`config.mk`:
```
export PLATFORM = sky130hd
export DESIGN_NAME = bit_serializer
export DESIGN_NICKNAME = d
export VERILOG_FILES = /design/src/rtl/bit_serializer.sv
export SDC_FILE = /design/constraint.sdc
export NUM_CORES = 1
export LEC_CHECK = 0
export CORE_MARGIN = 3
export CORE_UTILIZATION = 55
export DETAILED_ROUTE_END_ITERATION = 10
export GPL_ROUTABILITY_DRIVEN = 0
export PLACE_DENSITY = 0.9
export SYNTH_ARGS = -nofsm -noshare
export SYNTH_HDL_FRONTEND = slang
export SYNTH_SLANG_ARGS = --single-unit
```
`constraint.sdc`:
```
create_clock -name clk -period 2.6 [get_ports clk]
set_input_delay 0.26 -clock clk [delete_from_list [all_inputs] [get_ports clk]]
set_output_delay 0.26 -clock clk [all_outputs]
set_load 0.01 [all_outputs]
```
`src/rtl/bit_serializer.sv`:
```
// bit_serializer: parallel-to-serial feeder for the serial sequence detector.
// Words arrive over a valid/ready handshake and leave one bit per clock on
// serial_bit, qualified by bit_valid. A one-word holding buffer lets
// consecutive words stream with no idle cycle between them.
//
// Optional build macro SER_LSB_FIRST_EN: when defined, words are shifted out
// LSB first; otherwise MSB first. Handshake, timing and counts are identical.
//
// state   | meaning
// --------+-----------------------------------------------------------
// S_IDLE  | nothing shifting; serial_bit parked at IDLE_BIT
// S_SHIFT | shift_reg driving serial_bit; bit_cnt bits remain after this one
module bit_serializer #(
    parameter int   WIDTH    = 8,
    parameter logic IDLE_BIT = 1'b0
) (
    input  logic             clk,
    input  logic             reset,
    input  logic [WIDTH-1:0] data_in,
    input  logic             data_valid,
    output logic             data_ready,
    output logic             serial_bit,
    output logic             bit_valid,
    output logic             word_done,
    output logic             busy
);

    localparam int                CNT_W    = $clog2(WIDTH);
    localparam logic [CNT_W-1:0]  CNT_LAST = CNT_W'(WIDTH - 1);

    typedef enum logic {
        S_IDLE  = 1'b0,
        S_SHIFT = 1'b1
    } state_t;

    state_t             r_state;
    logic [WIDTH-1:0]   r_shift;
    logic [CNT_W-1:0]   r_bit_cnt;
    logic [WIDTH-1:0]   r_buf;
    logic               r_buf_full;

    state_t             w_state_nxt;
    logic [WIDTH-1:0]   w_shift_nxt;
    logic [CNT_W-1:0]   w_bit_cnt_nxt;
    logic [WIDTH-1:0]   w_buf_nxt;
    logic               w_buf_full_nxt;

    logic               w_accept;
    logic               w_last_bit;
    logic [WIDTH-1:0]   w_shifted;
    logic               w_out_bit;

    // Bit ordering: the only place the optional LSB-first mode differs.
`ifdef SER_LSB_FIRST_EN
    assign w_shifted = r_shift >> 1;
    assign w_out_bit = r_shift[0];
`else
    assign w_shifted = r_shift << 1;
    assign w_out_bit = r_shift[WIDTH-1];
`endif

    // Ready is held low during reset so no word can slip in as state clears.
    assign data_ready = !r_buf_full && !reset;
    assign w_accept   = data_valid && data_ready;
    assign w_last_bit = (r_bit_cnt == '0);

    assign serial_bit = (r_state == S_SHIFT) ? w_out_bit : IDLE_BIT;
    assign bit_valid  = (r_state == S_SHIFT);
    assign word_done  = (r_state == S_SHIFT) && w_last_bit;
    assign busy       = (r_state == S_SHIFT) || r_buf_full;

    // Next-state and datapath update; the buffer is only filled mid-word,
    // so a word arriving while idle or on the last bit loads the shifter directly.
    always_comb begin
        w_state_nxt    = r_state;
        w_shift_nxt    = r_shift;
        w_bit_cnt_nxt  = r_bit_cnt;
        w_buf_nxt      = r_buf;
        w_buf_full_nxt = r_buf_full;

        case (r_state)
            S_IDLE: begin
                if (w_accept) begin
                    w_shift_nxt   = data_in;
                    w_bit_cnt_nxt = CNT_LAST;
                    w_state_nxt   = S_SHIFT;
                end
            end
            S_SHIFT: begin
                if (!w_last_bit) begin
                    w_shift_nxt   = w_shifted;
                    w_bit_cnt_nxt = r_bit_cnt - 1'b1;
                    if (w_accept) begin
                        w_buf_nxt      = data_in;
                        w_buf_full_nxt = 1'b1;
                    end
                end else if (r_buf_full) begin
                    w_shift_nxt    = r_buf;
                    w_buf_full_nxt = 1'b0;
                    w_bit_cnt_nxt  = CNT_LAST;
                end else if (w_accept) begin
                    w_shift_nxt   = data_in;
                    w_bit_cnt_nxt = CNT_LAST;
                end else begin
                    w_state_nxt = S_IDLE;
                end
            end
            default: begin
                w_state_nxt = S_IDLE;
            end
        endcase
    end

    // State register; reset discards both the shifting and the buffered word.
    always_ff @(posedge clk) begin
        if (reset) begin
            r_state    <= S_IDLE;
            r_shift    <= '0;
            r_bit_cnt  <= '0;
            r_buf      <= '0;
            r_buf_full <= 1'b0;
        end else begin
            r_state    <= w_state_nxt;
            r_shift    <= w_shift_nxt;
            r_bit_cnt  <= w_bit_cnt_nxt;
            r_buf      <= w_buf_nxt;
            r_buf_full <= w_buf_full_nxt;
        end
    end

endmodule
```
---- After elaboration in Yosys (flattened, before gate mapping) ----
Cells that the tools add are included.
word-level totals
  flip-flop bits (word level) ............. 21
  input port bits ......................... 11
  output and inout port bits .............. 5
operators by class
  add/subtract/negate cells ............... 1
  muxes and demuxes ....................... 15
  bitwise operators ....................... 2
  reduce and logical (&&, ||, !) cells .... 10
operators by type and width
  cell                 number
  $mux 8               3
  $pmux 8 s2           1
  $mux 3               3
  $mux 1               6
  $pmux 3 s2           1
  $logic_and 1x1->1    3
  $logic_not 3->1      1
  $reduce_and 3->1     1
  $sub 3x1->3 const B  1
  $logic_not 1->1      2
  $not 1->1            2
  $pmux 1 s2           1
  $reduce_and 2->1     1
  $reduce_bool 2->1    1
  $logic_or 1x1->1     1

---- Depth between registers and ports, before layout ----
Gate-level depths: netlist of run 1.
  depth after elaboration ................. 7
  mapped depth ............................ 7
  mapped depth without buffers ............ 5

---- Worst setup path before layout of run 1 ----
OpenSTA, ideal clock, no wires.
  path type ............................... register -> register
  start point ............................. register r_bit_cnt[0]
  end point ............................... register r_bit_cnt[1]
  library setup time ...................... 0.095 ns
  arrival time ............................ 1.352 ns
  required time ........................... 2.505 ns
  setup slack ............................. 1.153 ns
  cell stages (with the launch flop) ...... 8
  buffers on the path ..................... 2
  path through ............................ dfxtp_1 > inv_1 > ha_1 > buf_2 > nor2b_1 > buf_2 > nor2_1 > a221oi_1
between the ends
  cells in the longest elaborated chain, start to end .. 3
RTL lines
  what                                            line    RTL
  from (decl)                                     38      logic [CNT_W-1:0] r_bit_cnt;
  from (signal assigned)                          125     r_bit_cnt <= w_bit_cnt_nxt;
  $sub 3x1->3 or $logic_not 3->1 (tied branches)  92, 65
  $mux 3 *                                        90      if (!w_last_bit) begin
  $pmux 3 s2 *                                    81      case (r_state)
Every way passes the cells marked *; elsewhere a longest branch is shown, timed or not.
A chain may end at the register's enable or synchronous reset.

---- Worst setup path in the final report of run 1 ----
  start point ............................. register r_bit_cnt[0]
  end point ............................... output port word_done
between the ends
  cells in the longest elaborated chain, start to end .. 2
RTL lines
  what               line  RTL
  $logic_not 3->1    65    assign w_last_bit = (r_bit_cnt == '0);
  $logic_and 1x1->1  69    assign word_done = (r_state == S_SHIFT) && w_last_bit;
  to (decl)          24    output logic word_done,
No other way between the ends.

==> reports/qor.yml, run 1 <==
crit_path_category: "register to output pin"
setup.worst_path.end_class: "output pin"
slew_violations: 0
chipWidth_um: 51.55
routed-via-count: 1023
globalRouteOverflowTotal: 0
start_kind: "register"
final-setup-viol-count: 0
status: "completed"
avgRoutedWirePerCell_um: 17.69
vias_per_cell: 6.516
finalCritPeriodShare_pct: 87.43
number_of_synthesized_register_bits: 21
rsz_0062_raised_after_global_routing: "false"
antenna_violations_before_repair: 0
vdd_drop_max_uv: 261.2
clock_insertion_delay_worst_skew_ps: 300
drtPass1Iterations: 4
largest_net_degree_at_the_start_of_global_routing: 19
placement.cell_area_mm2: 0.001272
clk_pin_slew_ps: 130
worstPathRequired_ps: 2340
antennaDiodeCount: 0
slew_worst_pin_ps: 845.5
cts_hold_repair.buffers: 0
syn-num-nets: 135
most_frequent_cells_in_the_layout: "dfxtp_1, a21oi_1, clkdlybuf4s50_1"
row_count: 15
worst_ep_arrival_time_ps: 2010
finalHoldViolations: 0
synth_sequential_area_ratio_pct: 36.84
syn2layout_area_growth_pct: 13.93
cts.htree.levels: 1
dieArea_mm2: 0.002657
hold_class: "register to register"
cts_buffer_count: 3
synthesis.instances: 122
cts_sinks: 21
synthDistinctLibCells: 30
clock_path_buffers: 2
layout.nets: 146
number_of_instances_resized_during_post_cts_repair: 0
ys_warn_count: 0
layout.cells.most_common: "dfxtp_1"
cts_setup_buffers: 0
relative_slew_slack_pct: 43.63
cts.root.buffer_cell: "clkbuf_4"
netlist_area_mm2: 0.001141
switching_power_w: 0.0002210
internal-power_w: 0.0004661
post_syn_area_per_cell_um2: 9.353
grt_pass1_vias: 975
achievable-frequency_mhz: 439.9
routed_wl_um: 2778
clock_power_share_pct: 23.7
total_global_routing_track_utilization_pct: 23.23
post-route-drc-count: 0
detail_route.iter0.violations: 29
final_util_pct: 70.68
route.antenna.remaining_nets: 0
finalCriticalPeriod_ps: 2273
ioPinCount: 16
detailed_place_hpwl_um: 1829
post_route_cell_area_mm2: 0.001300
die_height_um: 51.55
nFillCells: 135
power_density_mw_per_mm2: 528.5
critical_path.max_fanout: 12
port_buffers: 15
grt_pass1_wl_um: 4719
p_sw_share_pct: 32.16
reg_power_share_pct: 51.5
comb_power_share_pct: 24.7
power.static_leakage_nw: 0.4939
worst_clock_skew_ps: 2.923
final.setup.tns_ps: 0
maxCapViolations: 0
tritoncts_clock_tree: "done"
floorplan.initialDensity_pct: 62.04
final_layout_size_suffix_gt1_share_pct: 14.39
fp.coreArea_mm2: 0.001839
## synthesized netlist by cell type
cell	n	share of area, %
nand2_1	2	0.66
ha_1	2	2.2
buf_1	1	0.33
buf_2	4	1.8
clkbuf_1	5	1.6
and4b_1	7	6.1
buf_8	1	1.3
nor3_1	3	1.3
nand2b_1	2	1.1
nor3b_1	1	0.66
o31ai_2	8	8.8
buf_6	2	2.0
a21o_1	2	1.3
nor2_1	5	1.6
o21ai_1	1	0.44
or3b_1	2	1.5
and2_1	1	0.55
a21oi_1	18	7.9
nand4_1	8	4.4
a211oi_1	1	0.66
or2_2	1	0.55
nor3b_2	1	1.1
o2bb2ai_1	1	0.77
o22ai_1	7	3.8
dfxtp_1	21	37
inv_2	1	0.33
nor2b_1	2	1.1
a221oi_1	2	1.5
mux2i_1	8	7.0
inv_1	2	0.66
## critical path, cell delays in order, from the launching register on
cell and delay (ps):
dfxtp_1 320, inv_1 100, ha_1 400, nand2b_1 120
nor2_1 190, clkdlybuf4s50_1 580
## metal layers
metal,global-route usage [%],share of wire [%]
met1,32.14,44
met2,37.08,49
met5,0,0
met3,3.725,7.1
met4,6.987,0.54
## through the flow
| step | instances | total power, W | setup slack (ps) | hold WS, ps |
|---|---|---|---|---|
| floorplan | 122 | 0.0004746 | 1153 | 410.0 |
| global placement | 153 | 0.0005217 | 623.6 | 451.5 |
| detailed placement | 153 | 0.0005274 | 544.2 | 467.1 |
| CTS | 157 | 0.0006864 | 337.0 | 484.8 |
| global route | 157 | 0.0007190 | 189.1 | 505.2 |
| finish | 157 | 0.0006871 | 326.8 | 486.5 |
## final cells by class
cell class	count	area (µm²)	area share, %
multi-input combinational	85	629.4	48.41
sequential	21	420.4	32.34
clock inverter	1	5.005	0.3850
inverter	3	11.26	0.8662
tap	25	31.28	2.406
timing repair buffer	19	180.2	13.86
clock buffer	3	22.52	1.732
## power by group through the flow
stage	Clock, W	Combinational (W)	Sequential [W]
after floorplan	0	0.000122	0.000353
after global placement	0	0.000162	0.000360
after detailed placement	0	0.000167	0.000361
after CTS	0.000165	0.000168	0.000353
after global routing	0.000178	0.000184	0.000356
final	0.000163	0.000170	0.000354
## registers in the layout (all words and copies together) (netlist names)
name	cells
r_buf	8
r_shift	8
r_bit_cnt	3
bit_valid	1
r_buf_full	1
## kinds of logic (layout without fill, tap and decap cells)
| kind of cell | Yosys count | after routing | synth area share (%) |
|---|---|---|---|
| fa+ha+maj | 2 | 2 | 2.193 |
| compound gates | 40 | 40 | 25.22 |
| simple gates | 35 | 35 | 20.72 |
| buf+inv | 16 | 26 | 8.004 |
| flops | 21 | 21 | 36.84 |
| mux | 8 | 8 | 7.018 |
## worst paths after layout
| check | from | endpoint | slack, ps | cells past startpoint |
|---|---|---|---|---|
| worst max register to register | r_buf_full | r_shift[7] | 630 | 3 |
| worst min register to register | r_buf[2] | r_buf[2] | 490 | 2 |
| worst max-delay path | r_bit_cnt[0] | word_done | 330 | 5 |
| worst min-delay path | r_buf[2] | r_buf[2] | 490 | 2 |
(Power assumes the default switching activity.)
==> run 2, diff against run 1 <==
--- a/config.mk
+++ b/config.mk
@@ -5,11 +5,13 @@
 export SDC_FILE = /design/constraint.sdc
 export NUM_CORES = 1
 export LEC_CHECK = 0
-export CORE_MARGIN = 3
+export CORE_MARGIN = 2
 export CORE_UTILIZATION = 55
+export CTS_BUF_LIST = sky130_fd_sc_hd__clkbuf_8
 export DETAILED_ROUTE_END_ITERATION = 10
 export GPL_ROUTABILITY_DRIVEN = 0
 export PLACE_DENSITY = 0.9
+export SLEW_MARGIN = 10
 export SYNTH_ARGS = -nofsm -noshare
 export SYNTH_HDL_FRONTEND = slang
 export SYNTH_SLANG_ARGS = --single-unit
==> run 2 against run 1 <==
Net effect: combinational power is 3% lower; clock skew shrank 1.5 ps; critical endpoint unchanged; die area decreased by 7.6%; largest power group unchanged; setup slack better by 43 ps; largest cell class unchanged; via count increased by 0.59%; first-iteration DRC count up 24%; highest routed layer unchanged; critical path depth stayed put; total power rose by 6.1%.
==> reports/qor.yml, run 2 (synthesis gave the netlist of run 1 again) <==
final.setup.tns_ps: 0  # unchanged
power.static_leakage_nw: 0.5031  # +1.9%
status: "completed"
layout.cells.most_common: "dfxtp_1"
route.antenna.remaining_nets: 0  # unchanged
final_layout_size_suffix_gt1_share_pct: 13.64  # -0.76 points
detailed_place_hpwl_um: 1682  # -8.0%
setup.worst_path.end_class: "output pin"
slew_worst_pin_ps: 899.9  # +54.39 ps
antenna_violations_before_repair: 0  # unchanged
grt_pass1_wl_um: 4450  # -5.7%
clock_insertion_delay_worst_skew_ps: 260  # -40 ps
start_kind: "register"
layoutNonFillerInstCount: 159  # +1.3%
antennaDiodeCount: 0  # unchanged
cts_setup_buffers: 0  # unchanged
post_route_cell_area_mm2: 0.001320  # +1.5%
routed_wl_um: 2524  # -9.1%
finalHoldViolations: 0  # unchanged
holdWs_ps: 474.9  # -11.67 ps
drtPass1Iterations: 4  # unchanged
port_buffers: 15  # unchanged
post-route-drc-count: 0  # unchanged
largest_net_degree_at_the_start_of_global_routing: 19  # unchanged
cts_buffer_count: 3  # unchanged
worstPathRequired_ps: 2340  # about the same
finalCriticalPeriod_ps: 2231  # -42.67 ps
row_count: 16  # +1
nFillCells: 158  # +17%
globalRouteOverflowTotal: 0  # unchanged
clk_pin_slew_ps: 80  # -50 ps
die_height_um: 49.55  # -3.9%
cts_hold_repair.buffers: 0  # unchanged
most_frequent_cells_in_the_layout: "dfxtp_1, a21oi_1, clkdlybuf4s50_1"
cts_sinks: 21  # unchanged
cts.htree.levels: 1  # unchanged
routed-via-count: 1029  # +0.59%
hold_class: "register to register"
floorplan.initialDensity_pct: 58.16  # -3.9 points
achievable-frequency_mhz: 448.3  # +1.9%
relative_slew_slack_pct: 40.01  # -3.6 points
avgRoutedWirePerCell_um: 15.87  # -10%
clock_path_buffers: 2  # unchanged
fp.coreArea_mm2: 0.001962  # +6.7%
total_global_routing_track_utilization_pct: 22.82  # -0.41 points
post-place-cells: 155  # +1.3%
power_density_mw_per_mm2: 552.1  # +4.5%
worst_ep_arrival_time_ps: 1970  # -40 ps
vias_per_cell: 6.472  # -0.68%
ioPinCount: 16  # unchanged
number_of_instances_resized_during_post_cts_repair: 0  # unchanged
tritoncts_clock_tree: "done"
maxCapViolations: 0  # unchanged
slew_violations: 0  # unchanged
cts.root.buffer_cell: "clkbuf_8"
final-setup-viol-count: 0  # unchanged
finalCritPeriodShare_pct: 85.79  # -1.6 points
dieArea_mm2: 0.002455  # -7.6%
layout.nets: 146  # unchanged
detail_route.iter0.violations: 36  # +24%
crit_path_category: "register to output pin"
largest_registers: "r_buf (8), r_shift (8), r_bit_cnt (3)"
syn2layout_area_growth_pct: 15.68
placement.cell_area_mm2: 0.001275  # +0.20%
critical_path.max_fanout: 12  # unchanged
grt_pass1_vias: 1038  # +6.5%
chipWidth_um: 49.55  # -3.9%
vdd_drop_max_uv: 286.3  # +9.6%
worst_clock_skew_ps: 1.468  # -1.456 ps
rsz_0062_raised_after_global_routing: "false"
## run 2: report_power, final
part           total, W  switching [W]  internal [W]
Combinational  0.000165      0.0000945     0.0000704
Clock          0.000210       0.000104      0.000105
Sequential     0.000354      0.0000165      0.000338
## run 2: final cells by class
type / count / area, µm² / share of cell area (%)
clock inverter: 1 / 3.754 / 0.2844
sequential: 21 / 420.4 / 31.85
clock buffer: 3 / 41.29 / 3.128
timing repair buffer: 19 / 180.2 / 13.65
inverter: 3 / 11.26 / 0.8531
tap: 27 / 33.78 / 2.559
multi-input combinational: 85 / 629.4 / 47.68
## run 2: path summary, 6_finish.rpt
path                 from    endpoint  slack [ps]  depth (start not counted)
max reg2reg    r_buf_full  r_shift[2]         670                          3
min reg2reg      r_buf[0]    r_buf[0]         470                          2
min              r_buf[0]    r_buf[0]         470                          2
max          r_bit_cnt[0]   word_done         370                          5
## run 2: worst max-delay path, cell delays in order, from the launching register on
cell and delay (ps):
dfxtp_1 300, inv_1 110, ha_1 380, nand2b_1 120, nor2_1 210, clkdlybuf4s50_1 580
## run 2: per-layer routing
metal / up-vias / wire [µm] / GRT usage (%)
met3: 7 / 140 / 3.030
met4: 0 / 34 / 11.57
met1: 495 / 1141 / 30.27
met5: - / 0 / 0
met2: 41 / 1207 / 36.22
li1: 486 / - / -
## run 2: stage by stage
stage / power (W) / util, % / worst slack [ps]
after floorplan: 0.0004746 / - / 1153
after global placement: 0.0005183 / 64.99 / 629.7
after detailed placement: 0.0005222 / 64.99 / 578.3
after CTS: 0.0007265 / 67.28 / 394.3
after global routing: 0.0007589 / 67.28 / 239.6
final: 0.0007288 / 67.28 / 369.5
==> run 3, diff against run 2 <==
--- a/config.mk
+++ b/config.mk
@@ -9,8 +9,9 @@
 export CORE_UTILIZATION = 55
 export CTS_BUF_LIST = sky130_fd_sc_hd__clkbuf_8
 export DETAILED_ROUTE_END_ITERATION = 10
+export DONT_BUFFER_PORTS = 1
 export GPL_ROUTABILITY_DRIVEN = 0
-export PLACE_DENSITY = 0.9
+export PLACE_DENSITY = 0.8
 export SLEW_MARGIN = 10
 export SYNTH_ARGS = -nofsm -noshare
 export SYNTH_HDL_FRONTEND = slang
==> run 3 against run 2 <==
Net effect: total power down 4.8%; non-clock buffer count fell by 18; combinational power fell by 28%; setup slack gained 170 ps; clock power up 2%; die area stayed put; clock skew rose by 0.84 ps; worst hold slack got worse by 420 ps.
==> reports/qor.yml, run 3 (synthesis gave the netlist of run 1 again) <==
nFillCells: 189  # +20%
status: "completed"
power_density_mw_per_mm2: 604.0  # +9.4%
cts_hold_repair.buffers: 0  # unchanged
power.static_leakage_nw: 0.4299  # -15%
cts.htree.levels: 1  # unchanged
detail_route.iter0.violations: 27  # -25%
port_buffers: 0  # -15
r2r.worst_path.cells: 3  # unchanged
critical_path.max_fanout: 16  # +4
clock_power_share_pct: 31.0  # +2.2 points
chipWidth_um: 49.55  # unchanged
switching_power_w: 0.0002057  # -4.5%
clock_path_buffers: 2  # unchanged
syn2layout_area_growth_pct: 0.6578
floorplan.initialDensity_pct: 58.16  # unchanged
vdd_drop_max_uv: 357.0  # +25%
finalCritPeriodShare_pct: 79.08  # -6.7 points
placement.cell_area_mm2: 0.001102  # -14%
dieArea_mm2: 0.002455  # unchanged
hold_class: "input pin to register"
tritoncts_clock_tree: "done"
antennaDiodeCount: 0  # unchanged
clock_insertion_delay_worst_skew_ps: 260  # about the same
slew_worst_pin_ps: 880.0  # -19.90 ps
final-setup-viol-count: 0  # unchanged
ioPinCount: 16  # unchanged
antenna_violations_before_repair: 0  # unchanged
post-route-drc-count: 0  # unchanged
reg_power_share_pct: 51.8  # +3.2 points
largest_registers: "r_buf (8), r_shift (8), r_bit_cnt (3)"
total_global_routing_track_utilization_pct: 21.56  # -1.3 points
internal-power_w: 0.0004880  # -4.9%
post_route_cell_area_mm2: 0.001149  # -13%
vias_per_cell: 6.652  # +2.8%
route.antenna.remaining_nets: 0  # unchanged
setup.worst_path.end_class: "output pin"
worstPathRequired_ps: 2340  # about the same
cts_sinks: 21  # unchanged
final_layout_size_suffix_gt1_share_pct: 14.04  # +0.40 points
avgRoutedWirePerCell_um: 17.27  # +8.8%
routed-via-count: 938  # -8.8%
largest_net_degree_at_the_start_of_global_routing: 20  # +1
number_of_instances_resized_during_post_cts_repair: 0  # unchanged
clk_pin_slew_ps: 80  # about the same
layout.nets: 128  # -12%
worst_clock_skew_ps: 2.304  # +0.8366 ps
rsz_0062_raised_after_global_routing: "false"
grt_pass1_vias: 911  # -12%
routed_wl_um: 2435  # -3.5%
relative_slew_slack_pct: 41.33  # +1.3 points
most_frequent_cells_in_the_layout: "dfxtp_1, a21oi_1, nand4_1, o31ai_2, mux2i_1"
slew_violations: 0  # unchanged
fp.coreArea_mm2: 0.001962  # unchanged
row_count: 16  # unchanged
final.setup.tns_ps: 0  # unchanged
grt_pass1_wl_um: 4057  # -8.8%
comb_power_share_pct: 17.2  # -5.4 points
report.power.total_w: 0.0006938  # -4.8%
layout.cells.most_common: "dfxtp_1"
drtPass1Iterations: 4  # unchanged
p_sw_share_pct: 29.66  # +0.094 points
min_path_cells: 1  # -1
cts.root.buffer_cell: "clkbuf_8"
detailed_place_hpwl_um: 1727  # +2.6%
finalHoldViolations: 0  # unchanged
achievable-frequency_mhz: 486.3  # +8.5%
start_kind: "register"
holdWs_ps: 57.16  # -417.7 ps
die_height_um: 49.55  # unchanged
worst_setup_slack_final_ps: 543.8  # +174.4 ps
finalCriticalPeriod_ps: 2056  # -174.4 ps
globalRouteOverflowTotal: 0  # unchanged
place_ws_ps: 696.0  # +117.7 ps
crit_path_category: "register to output pin"
cts_buffer_count: 3  # unchanged
worst_ep_arrival_time_ps: 1800  # -170 ps
cts_setup_buffers: 0  # unchanged
maxCapViolations: 0  # unchanged
run 3: cell types whose count changed in the layout (fill, tap and decap cells not counted), sizes merged:
cell,previous run,this run
clkdlybuf4s50,15,0
buf,4,1
clkinv,0,1
inv,4,3
run 3: critical path, cell delays in order, from the launching register on:
cell      delay [ps]
dfxtp_1          300
inv_1            100
ha_1             360
nand2b_1         380
nor2_1           400
run 3: area by class of cell:
type | count | area [µm²] | share of cell area (%)
clock inverter | 1 | 5.005 | 0.4357
timing repair buffer | 1 | 7.507 | 0.6536
sequential | 21 | 420.4 | 36.60
multi-input combinational | 85 | 629.4 | 54.79
clock buffer | 3 | 41.29 | 3.595
inverter | 3 | 11.26 | 0.9804
tap | 27 | 33.78 | 2.941
run 3: per-stage QoR:
stage | utilization (%) | std cells
finish | 58.55 | 141
global route | 58.55 | 141
CTS | 58.55 | 141
detailed placement | 56.19 | 137
global placement | 56.19 | 137
floorplan | - | 122
run 3: routing by layer:
layer | part of all wire, % | global-route usage (%) | wire (µm) | up-vias
li1 | - | - | - | 445
met1 | 42 | 25.71 | 1027 | 452
met2 | 49 | 34.44 | 1186 | 33
met3 | 6.6 | 6.667 | 161 | 8
met4 | 2.5 | 11.57 | 60 | 0
met5 | 0 | 0 | 0 | -
run 3: power by group through the flow:
stage / clock (W) / combinational, W / sequential [W]
3_3_place_gp: 0 / 0.000114 / 0.000365
2_1_floorplan: 0 / 0.000122 / 0.000353
4_1_cts: 0.000220 / 0.000119 / 0.000359
5_1_grt: 0.000230 / 0.000133 / 0.000362
6_report: 0.000215 / 0.000119 / 0.000359
3_5_place_dp: 0 / 0.000118 / 0.000366
run 3: worst paths after layout:
path,start,to,slack [ps]
max reg2reg,r_buf_full,r_shift[7],670
min reg2reg,r_buf[7],r_buf[7],470
max,r_bit_cnt[0],word_done,540
min,reset,r_buf[1],60
